**config.mk**
```make
export PLATFORM = sky130hd
export DESIGN_NAME = sig_loader
export DESIGN_NICKNAME = d
export VERILOG_FILES = /design/src/rtl/sig_pkg.sv /design/src/rtl/sig_unpack.sv /design/src/rtl/sig_loader.sv
export SDC_FILE = /design/constraint.sdc
export NUM_CORES = 1
export LEC_CHECK = 0
export CORE_AREA = 2 2 143 145
export CTS_BUF_LIST = sky130_fd_sc_hd__clkbuf_4
export DETAILED_ROUTE_END_ITERATION = 8
export DIE_AREA = 0 0 145 147
export GPL_TIMING_DRIVEN = 1
export MAX_ROUTING_LAYER = met4
export PLACE_DENSITY = 0.59
export SYNTH_ARGS = -nofsm -noshare
export SYNTH_HDL_FRONTEND = slang
export SYNTH_SLANG_ARGS = --single-unit
export TNS_END_PERCENT = 1
```
**constraint.sdc**
```tcl
create_clock -name clk -period 2.3 [get_ports clk]
set_clock_uncertainty 0.05 [all_clocks]
set_input_delay 0.46 -clock clk [delete_from_list [all_inputs] [get_ports clk]]
set_output_delay 0.46 -clock clk [all_outputs]
set_load 0.02 [all_outputs]
```
**src/rtl/sig_pkg.sv**
```systemverilog
// Shared definitions for the signal saver / signal loader pair:
// frame geometry, word size and the frame-engine state encoding.
package sig_pkg;

  localparam int SAMPLES_PER_FRAME = 320;
  localparam int WORD_BYTES        = 4;

  typedef enum logic [1:0] {
    ST_IDLE = 2'd0,
    ST_RUN  = 2'd1,
    ST_DONE = 2'd2
  } sig_state_t;

  // Select one 16-bit sample from a packed word; the low half is the earlier sample.
  function automatic logic [15:0] half_sel(input logic [31:0] word, input logic hi);
    return hi ? word[31:16] : word[15:0];
  endfunction

endpackage

```
**src/rtl/sig_unpack.sv**
```systemverilog
// Two-word buffer (out + pre) that splits 32-bit words into a stream of
// 16-bit samples, low half first, on a valid/ready interface.
module sig_unpack
  import sig_pkg::*;
(
  input  logic        clk,
  input  logic        rst,
  input  logic        i_clr,
  input  logic [31:0] i_word_in,
  input  logic        i_word_we,
  input  logic        i_profile_rdy,
  output logic [15:0] o_profile_data,
  output logic        o_profile_valid,
  output logic        o_can_accept,
  output logic        o_hs
);

  logic [31:0] r_out_word;
  logic [31:0] r_pre_word;
  logic        r_out_valid;
  logic        r_pre_valid;
  logic        r_half;
  logic        w_hs;
  logic        w_drain;
  logic        w_to_out;

  // Valid/ready: a sample transfers in any cycle where valid and ready are both
  // high; valid and data never change while valid=1 and ready=0.
  assign w_hs     = r_out_valid & i_profile_rdy;
  assign w_drain  = w_hs & r_half;
  assign w_to_out = ~r_out_valid | (w_drain & ~r_pre_valid);

  always_ff @(posedge clk) begin
    if (rst || i_clr) begin
      r_out_word  <= '0;
      r_pre_word  <= '0;
      r_out_valid <= 1'b0;
      r_pre_valid <= 1'b0;
      r_half      <= 1'b0;
    end else begin
      if (w_hs) r_half <= ~r_half;
      if (w_drain) begin
        r_out_word  <= r_pre_word;
        r_out_valid <= r_pre_valid;
        r_pre_valid <= 1'b0;
      end
      // A new word lands in out when it is free (or freed now with nothing
      // queued behind it); otherwise it waits in pre.
      if (i_word_we) begin
        if (w_to_out) begin
          r_out_word  <= i_word_in;
          r_out_valid <= 1'b1;
        end else begin
          r_pre_word  <= i_word_in;
          r_pre_valid <= 1'b1;
        end
      end
    end
  end

  assign o_profile_data  = half_sel(r_out_word, r_half);
  assign o_profile_valid = r_out_valid;
  assign o_can_accept    = ~r_pre_valid;
  assign o_hs            = w_hs;

endmodule

```
**src/rtl/sig_loader.sv**
```systemverilog
// Frame loader: reads SAMPLES/2 words by single-word DMA and streams them out
// as SAMPLES 16-bit samples, then pulses irq.
module sig_loader
  import sig_pkg::*;
#(
  parameter int SAMPLES = SAMPLES_PER_FRAME,
  parameter int CNT_W   = 10
) (
  input  logic        clk,
  input  logic        rst,
  input  logic        start,
  input  logic [31:0] start_addr_read,
  output logic [31:0] dma1_addr,
  output logic        dma1_read,
  output logic        dma1_write,
  output logic [31:0] dma1_writedata,
  input  logic [31:0] dma_readdata,
  input  logic        dma_rdy,
  output logic [15:0] profile_data,
  output logic        profile_valid,
  input  logic        profile_rdy,
  output logic        busy,
  output logic        irq,
  output logic [1:0]  dbg_state
);

  localparam logic [CNT_W-1:0] WORDS     = CNT_W'(SAMPLES / 2);
  localparam logic [CNT_W-1:0] LAST_SMP  = CNT_W'(SAMPLES - 1);
  localparam logic [31:0]      ADDR_STEP = 32'(WORD_BYTES);

  sig_state_t       r_state;
  sig_state_t       w_state_nxt;
  logic [31:0]      r_addr;
  logic [CNT_W-1:0] r_req_cnt;
  logic [CNT_W-1:0] r_smp_cnt;
  logic             r_pending;
  logic             w_start_acc;
  logic             w_rd;
  logic             w_rsp;
  logic             w_hs;
  logic             w_can_accept;
  logic             w_last_hs;

  assign w_start_acc = (r_state == ST_IDLE) && start;
  // A strobe with nothing outstanding (idle, or after a reset) is dropped here.
  assign w_rsp       = dma_rdy && r_pending;
  assign w_last_hs   = w_hs && (r_smp_cnt == LAST_SMP);

  always_ff @(posedge clk) begin
    if (rst) r_state <= ST_IDLE;
    else     r_state <= w_state_nxt;
  end

  always_comb begin
    w_state_nxt = r_state;
    case (r_state)
      ST_IDLE: if (start) w_state_nxt = ST_RUN;
      ST_RUN:  if (w_last_hs) w_state_nxt = ST_DONE;
      ST_DONE: w_state_nxt = ST_IDLE;
      default: w_state_nxt = ST_IDLE;
    endcase
  end

  // One read in flight at most, and only when pre has room for its data.
  always_comb begin
    w_rd      = (r_state == ST_RUN) && !r_pending && w_can_accept && (r_req_cnt < WORDS);
    dma1_read = w_rd;
    dma1_addr = w_rd ? r_addr : '0;
    busy      = (r_state != ST_IDLE);
    irq       = (r_state == ST_DONE);
  end

  always_ff @(posedge clk) begin
    if (rst) begin
      r_addr    <= '0;
      r_req_cnt <= '0;
      r_smp_cnt <= '0;
      r_pending <= 1'b0;
    end else if (w_start_acc) begin
      r_addr    <= start_addr_read;
      r_req_cnt <= '0;
      r_smp_cnt <= '0;
      r_pending <= 1'b0;
    end else begin
      if (w_rd) begin
        r_addr    <= r_addr + ADDR_STEP;
        r_req_cnt <= r_req_cnt + CNT_W'(1);
        r_pending <= 1'b1;
      end else if (w_rsp) begin
        r_pending <= 1'b0;
      end
      if (w_hs) r_smp_cnt <= r_smp_cnt + CNT_W'(1);
    end
  end

  sig_unpack u_unpack (
    .clk             (clk),
    .rst             (rst),
    .i_clr           (w_start_acc),
    .i_word_in       (dma_readdata),
    .i_word_we       (w_rsp),
    .i_profile_rdy   (profile_rdy),
    .o_profile_data  (profile_data),
    .o_profile_valid (profile_valid),
    .o_can_accept    (w_can_accept),
    .o_hs            (w_hs)
  );

  assign dma1_write     = 1'b0;
  assign dma1_writedata = '0;
  assign dbg_state      = r_state;

endmodule

```
# == Yosys cells after proc, flatten, opt, wreduce, memory -nomap -nowiden ==
# Index checks and enable logic that the tools add are counted.
# totals
register_bits,122
latch_bits,0
ram_bits,0
rom_bits,0
input_bits,69
out_inout_bits,87
wordCells,60
memories,0
# op_classes
addsub,3
n_mul,0
div_mod_pow,0
n_lt_le_gt_ge,1
eq_ne,5
shift,0
n_mux,18
n_bitwise,8
n_reduce_logical,15
# ops
op,n
32-bit 2-to-1 mux,6
32-bit by 3-bit adder with 32-bit output (second input constant),1
10-bit by 1-bit adder with 10-bit output (second input constant),2
16-bit 2-to-1 mux,1
10-bit by 9-bit == test with 1-bit output (second input constant),1
10-bit by 8-bit < comparator with 1-bit output (second input constant),1
1-bit 2-to-1 mux,8
1-bit logical AND,6
2-bit nonzero test,3
2-bit 2-to-1 mux,2
2-bit inequality test (second input constant),2
1-bit inverter,4
2-bit one-hot mux with 2 select lines,1
2-bit AND reduction,2
1-bit bitwise AND,3
2-bit by 1-bit == test with 1-bit output (second input constant),1
2-bit == test (second input constant),1
2-bit zero test,1
2-bit OR reduction,1
1-bit zero test,1
1-bit logical OR,1
1-bit OR,1

# == Logic depth before layout (Yosys ltp) ==
# depth
ltp_word,6
ltp_mapped,8
ltp_nobuf,6

# == By module ==
# A second synthesis with hierarchy kept.
# unflattened
cells_unflattened,768
hier_area_um2,6640.1
# by_module_without_submodules
module,instances,cells_each,area_per_inst_um2,seq_area_each_um2
sig_unpack,1,363,3407.0,1341.3
sig_loader,1,405,3233.1,1101.1

# == Worst setup path before layout ==
# OpenSTA, ideal clock, no wires.
# synth_path
kind,register -> register
from,register r_state[0] (netlist: dbg_state[0])
to,register r_addr[30]
setup_ps,91
arrival_ps,2183
required_ps,2159
slack_ps,-24
path_stages_with_launch,7
n_path_buf,1
period_less_slack_ps,2324
path_cell_list,dfxtp_1 nor2b_1 nand4_1 or4_1 buf_2 or4_1 a311oi_1
# synth_via
elab_chain_cells,5
elab_cells_between_ends,8
classes_between,eq/ne: 1; mux: 1; reduce/logical: 6
# synth_rtl
element,line,source
from (decl),sig_loader.sv:31,sig_state_t r_state;
from (signal assigned),sig_loader.sv:51,else r_state <= w_state_nxt;
2-bit by 1-bit == test with 1-bit output,sig_loader.sv:66,w_rd = (r_state == ST_RUN) && !r_pending && w_can_accept && (r_req_cnt < WORDS);
1-bit logical AND (3 in a row),sig_loader.sv:66,
2-bit nonzero test (no source line),n/a,
to (signal assigned),sig_loader.sv:80,r_addr <= start_addr_read;
to (signal assigned),sig_loader.sv:86,r_addr <= r_addr + ADDR_STEP;
to (decl),sig_loader.sv:33,logic [31:0] r_addr;
# Parallel ways exist; a longest one is shown, timed or not.
# A chain may end at the register's enable or synchronous reset.

# == Worst setup path in the final report ==
# layout_path
from,register r_pending
to,register r_addr[31]
# layout_via
elab_chain_cells,5
# layout_rtl
element,line,source
from (decl),sig_loader.sv:36,logic r_pending;
from (signal assigned),sig_loader.sv:78,r_pending <= 1'b0;
from (signal assigned),sig_loader.sv:83,r_pending <= 1'b0;
from (signal assigned),sig_loader.sv:88,r_pending <= 1'b1;
1-bit zero test,sig_loader.sv:66,
1-bit logical AND (3 in a row),sig_loader.sv:66,
2-bit nonzero test (no source line),n/a,
# Every way passes these cells.

==> metrics.md <==
| Metric | Value |
|---|---|
| Status | `complete, but fails checks` |
| Violated checks | `setup timing` |
| Most frequent cells in the layout | `dfxtp_1 (118), nor2_1 (89), nand2_1 (89)` |
| Commonest non-fill, non-tap cell in the layout | `dfxtp_1` |
| Worst-Skew Late Latency | `about 0.52 ns` |
| Largest net degree at the start of global routing | `65` |
| Die height | `147 um` |
| Ratio of cells with drive above 1 in the final layout | `roughly 20%` |
| Post-route insts no fill | `1128` |
| Max H-tree Level | `4` |
| Max Slew Vio Count | `0` |
| Worst setup SP type | `flop` |
| RSZ-0062 raised after global routing | `true` |
| CTS tree | `built` |
| Routed WL per cell | `approximately 14 um` |
| Req. time, crit path | `2.69 ns` |
| Vias | `5191` |
| Vias in the first global route | `4853` |
| Placed insts | `approximately 1100` |
| Power Density | `553 nW/um^2` |
| Hold Path Stages | `2` |
| Core Region | `slightly below 20000 sq um` |
| P_leak | `3.16 nW` |
| Number of routed nets with antenna violations | `0` |
| Number of synthesized register bits | `122` |
| Yosys warns | `0` |
| Peak supply drop | `about 0.00033 V` |
| Fillcell total | `2056` |
| Final setup viols | `32` |
| Mapped Area | `5860 sq um` |
| Synth Instances | `701` |
| PortBufs | `between 100 and 150` |
| Post-route cell area | `7880 sq um` |
| Pre-CTS setup slack | `-0.167 ns` |
| CTS Hold Buffers Added | `0` |
| Die width | `145 um` |
| First-pass GRT wire length | `between 20 and 25 mm` |
| Reg2reg path depth | `6` |
| Rows | `52` |
| Asr flop ratio synth | `0%` |
| Total GRT Usage | `14.9%` |
| Routed wire length | `~15 mm` |
| Routed vias/inst | `around 4.6` |
| FF/Latch Area | `2450 sq um` |
| Final worst slack | `-0.131 ns` |
| Post-layout minimum cycle time | `between 2 and 2.5 ns` |
| Worst-path fanout max | `4` |
| HP Class | `flop to flop` |
| Area of the multi-input gates | `3120 sq um` |
| Max Fclk | `approximately 400 MHz` |
| Num CTS Buffers | `17` |
| Layout area overhead | `34.5%` |
| Placed cell areas | `7620 sq um` |
| Root Driver | `clkbuf_4` |
| Clock transition at path regs | `0.11 ns` |
| HPWL Detailed | `10.4 mm` |
| Crit path kind | `flop to flop` |
| Clock Path Buffers | `2` |
| DRC Markers | `0` |
| I/O pin cnt | `156` |
| Worst setup EP type | `flop` |
| Avg Inst Size Synth | `approximately 8.4 sq um` |
| Maxcap violations | `0` |
| Primary FF master, synth | `dfxtp_1` |
| Nets | `918` |
| Global route overflow | `0` |
| RePlAce Congestion | `0.759` |
| Starting Density | `29.5%` |
| Post-synthesis cell type count | `35` |
| Final hold viol count | `0` |
| Flop-to-flop setup slack | `-0.13 ns` |
| Initial antenna violation count | `0` |
| Tcrit/Tclk final | `106%` |
| DR iter-0 viols | `260` |
| Sequential area share after synthesis | `41.7%` |
| Number of enable flip-flop cells after synthesis | `0` |
| # diodes | `0` |
| DR pass1 iterations | `4` |
| # clock sinks | `~120` |
| Die footprint | `21300 sq um` |
| Arr. time, crit path | `2.82 ns` |
[critical path, stage by stage (launching register included)]
cell and delay (ns):
dfxtp_2 0.35, nor4_4 0.33, nand4_1 0.25, or4_4 0.62, buf_4 0.16, or4_1 0.39, a311oi_1 0.21
[registers in the layout (all words and copies together), names as in the netlist, named ones only]
register and cells:
dbg_state 2, r_addr 32, r_pending 1, r_req_cnt 10
r_smp_cnt 10, u_unpack.r_half 1, u_unpack.r_out_word 32, u_unpack.r_pre_valid 1
u_unpack.r_pre_word 32
[kinds of logic (layout without fill, tap and decap cells)]
| family | after synthesis | after routing | share of synthesized area [%] |
|---|---|---|---|
| compound gates | 118 | 118 | 13.3 |
| fa+ha+maj | 3 | 3 | 0.641 |
| flops | 122 | 122 | 41.7 |
| xor+xnor | 31 | 31 | 4.64 |
| simple gates | 284 | 284 | 22.6 |
| buf+inv | 91 | 216 | 8.01 |
| other cells | 1 | 33 | 0.0640 |
| mux | 51 | 51 | 9.06 |
[path summary, 6_finish.rpt]
| path | end | from |
|---|---|---|
| setup / recovery | r_addr[31] | r_pending |
| hold / removal | u_unpack.r_pre_word[2] | u_unpack.r_pre_word[2] |
| setup reg to reg | r_addr[31] | r_pending |
| hold reg to reg | u_unpack.r_pre_word[2] | u_unpack.r_pre_word[2] |
[synth_stat cells (10+ instances only)]
master / n / share of area, %
mux2_2: 16 / 3.1
nor2_1: 93 / 6.0
dfxtp_1: 122 / 42
inv_1: 10 / 0.64
mux2i_1: 35 / 6.0
clkbuf_1: 38 / 2.4
nand3_1: 11 / 0.94
xor2_1: 15 / 2.2
o21ai_0: 10 / 0.85
and2_1: 29 / 3.1
nand2_1: 91 / 5.8
buf_4: 33 / 4.2
xnor2_1: 16 / 2.4
a21oi_1: 38 / 3.2
nand4_1: 13 / 1.4
a311oi_1: 13 / 1.9
a211oi_1: 49 / 6.3
[area by class of cell]
| type | instances | share of cell area, % |
|---|---|---|
| Clock inverter | 8 | 1.24 |
| Timing Repair Buffer | 175 | 21.2 |
| Clock buffer | 23 | 2.19 |
| Inverter | 10 | 0.476 |
| Sequential cell | 122 | 31.1 |
| Multi-Input combinational cell | 520 | 39.6 |
| Tap cell | 270 | 4.29 |
[stage by stage]
stage / setup TNS (ns) / power [mW] / util [%] / hold slack (ns)
2_1_floorplan: 0 / 2.62 / - / 0.383
3_3_place_gp: -0.596 / 2.90 / 38.4 / 0.392
6_report: -1.37 / 4.36 / 39.7 / 0.408
3_5_place_dp: -1.17 / 2.90 / 38.4 / 0.396
5_1_grt: -7.72 / 4.57 / 39.7 / 0.395
4_1_cts: -4.80 / 4.42 / 39.7 / 0.399
[power by group]
group | internal, mW | switching, mW
clock | 0.706 | 0.796
sequential | 2.18 | 0.0471
combinational | 0.302 | 0.333
total | 3.18 | 1.18
[metal layers]
layer | up-vias | track usage, % | share of wire [%]
met5 | - | - | 0
met1 | 2356 | 18.6 | 46
li1 | 2657 | - | -
met2 | 162 | 23.4 | 46
met3 | 16 | 5.28 | 7.0
met4 | 0 | 3.22 | 1.1
[timing repair]
item,in CTS,in global routing
cloned,0,0
pin swaps,10,5
gates resized for setup,217,32
endpoints found under the setup margin,63,61
hold endpoints to repair,0,0
setup buffers,0,1
Power figures use the tool's default switching activity.
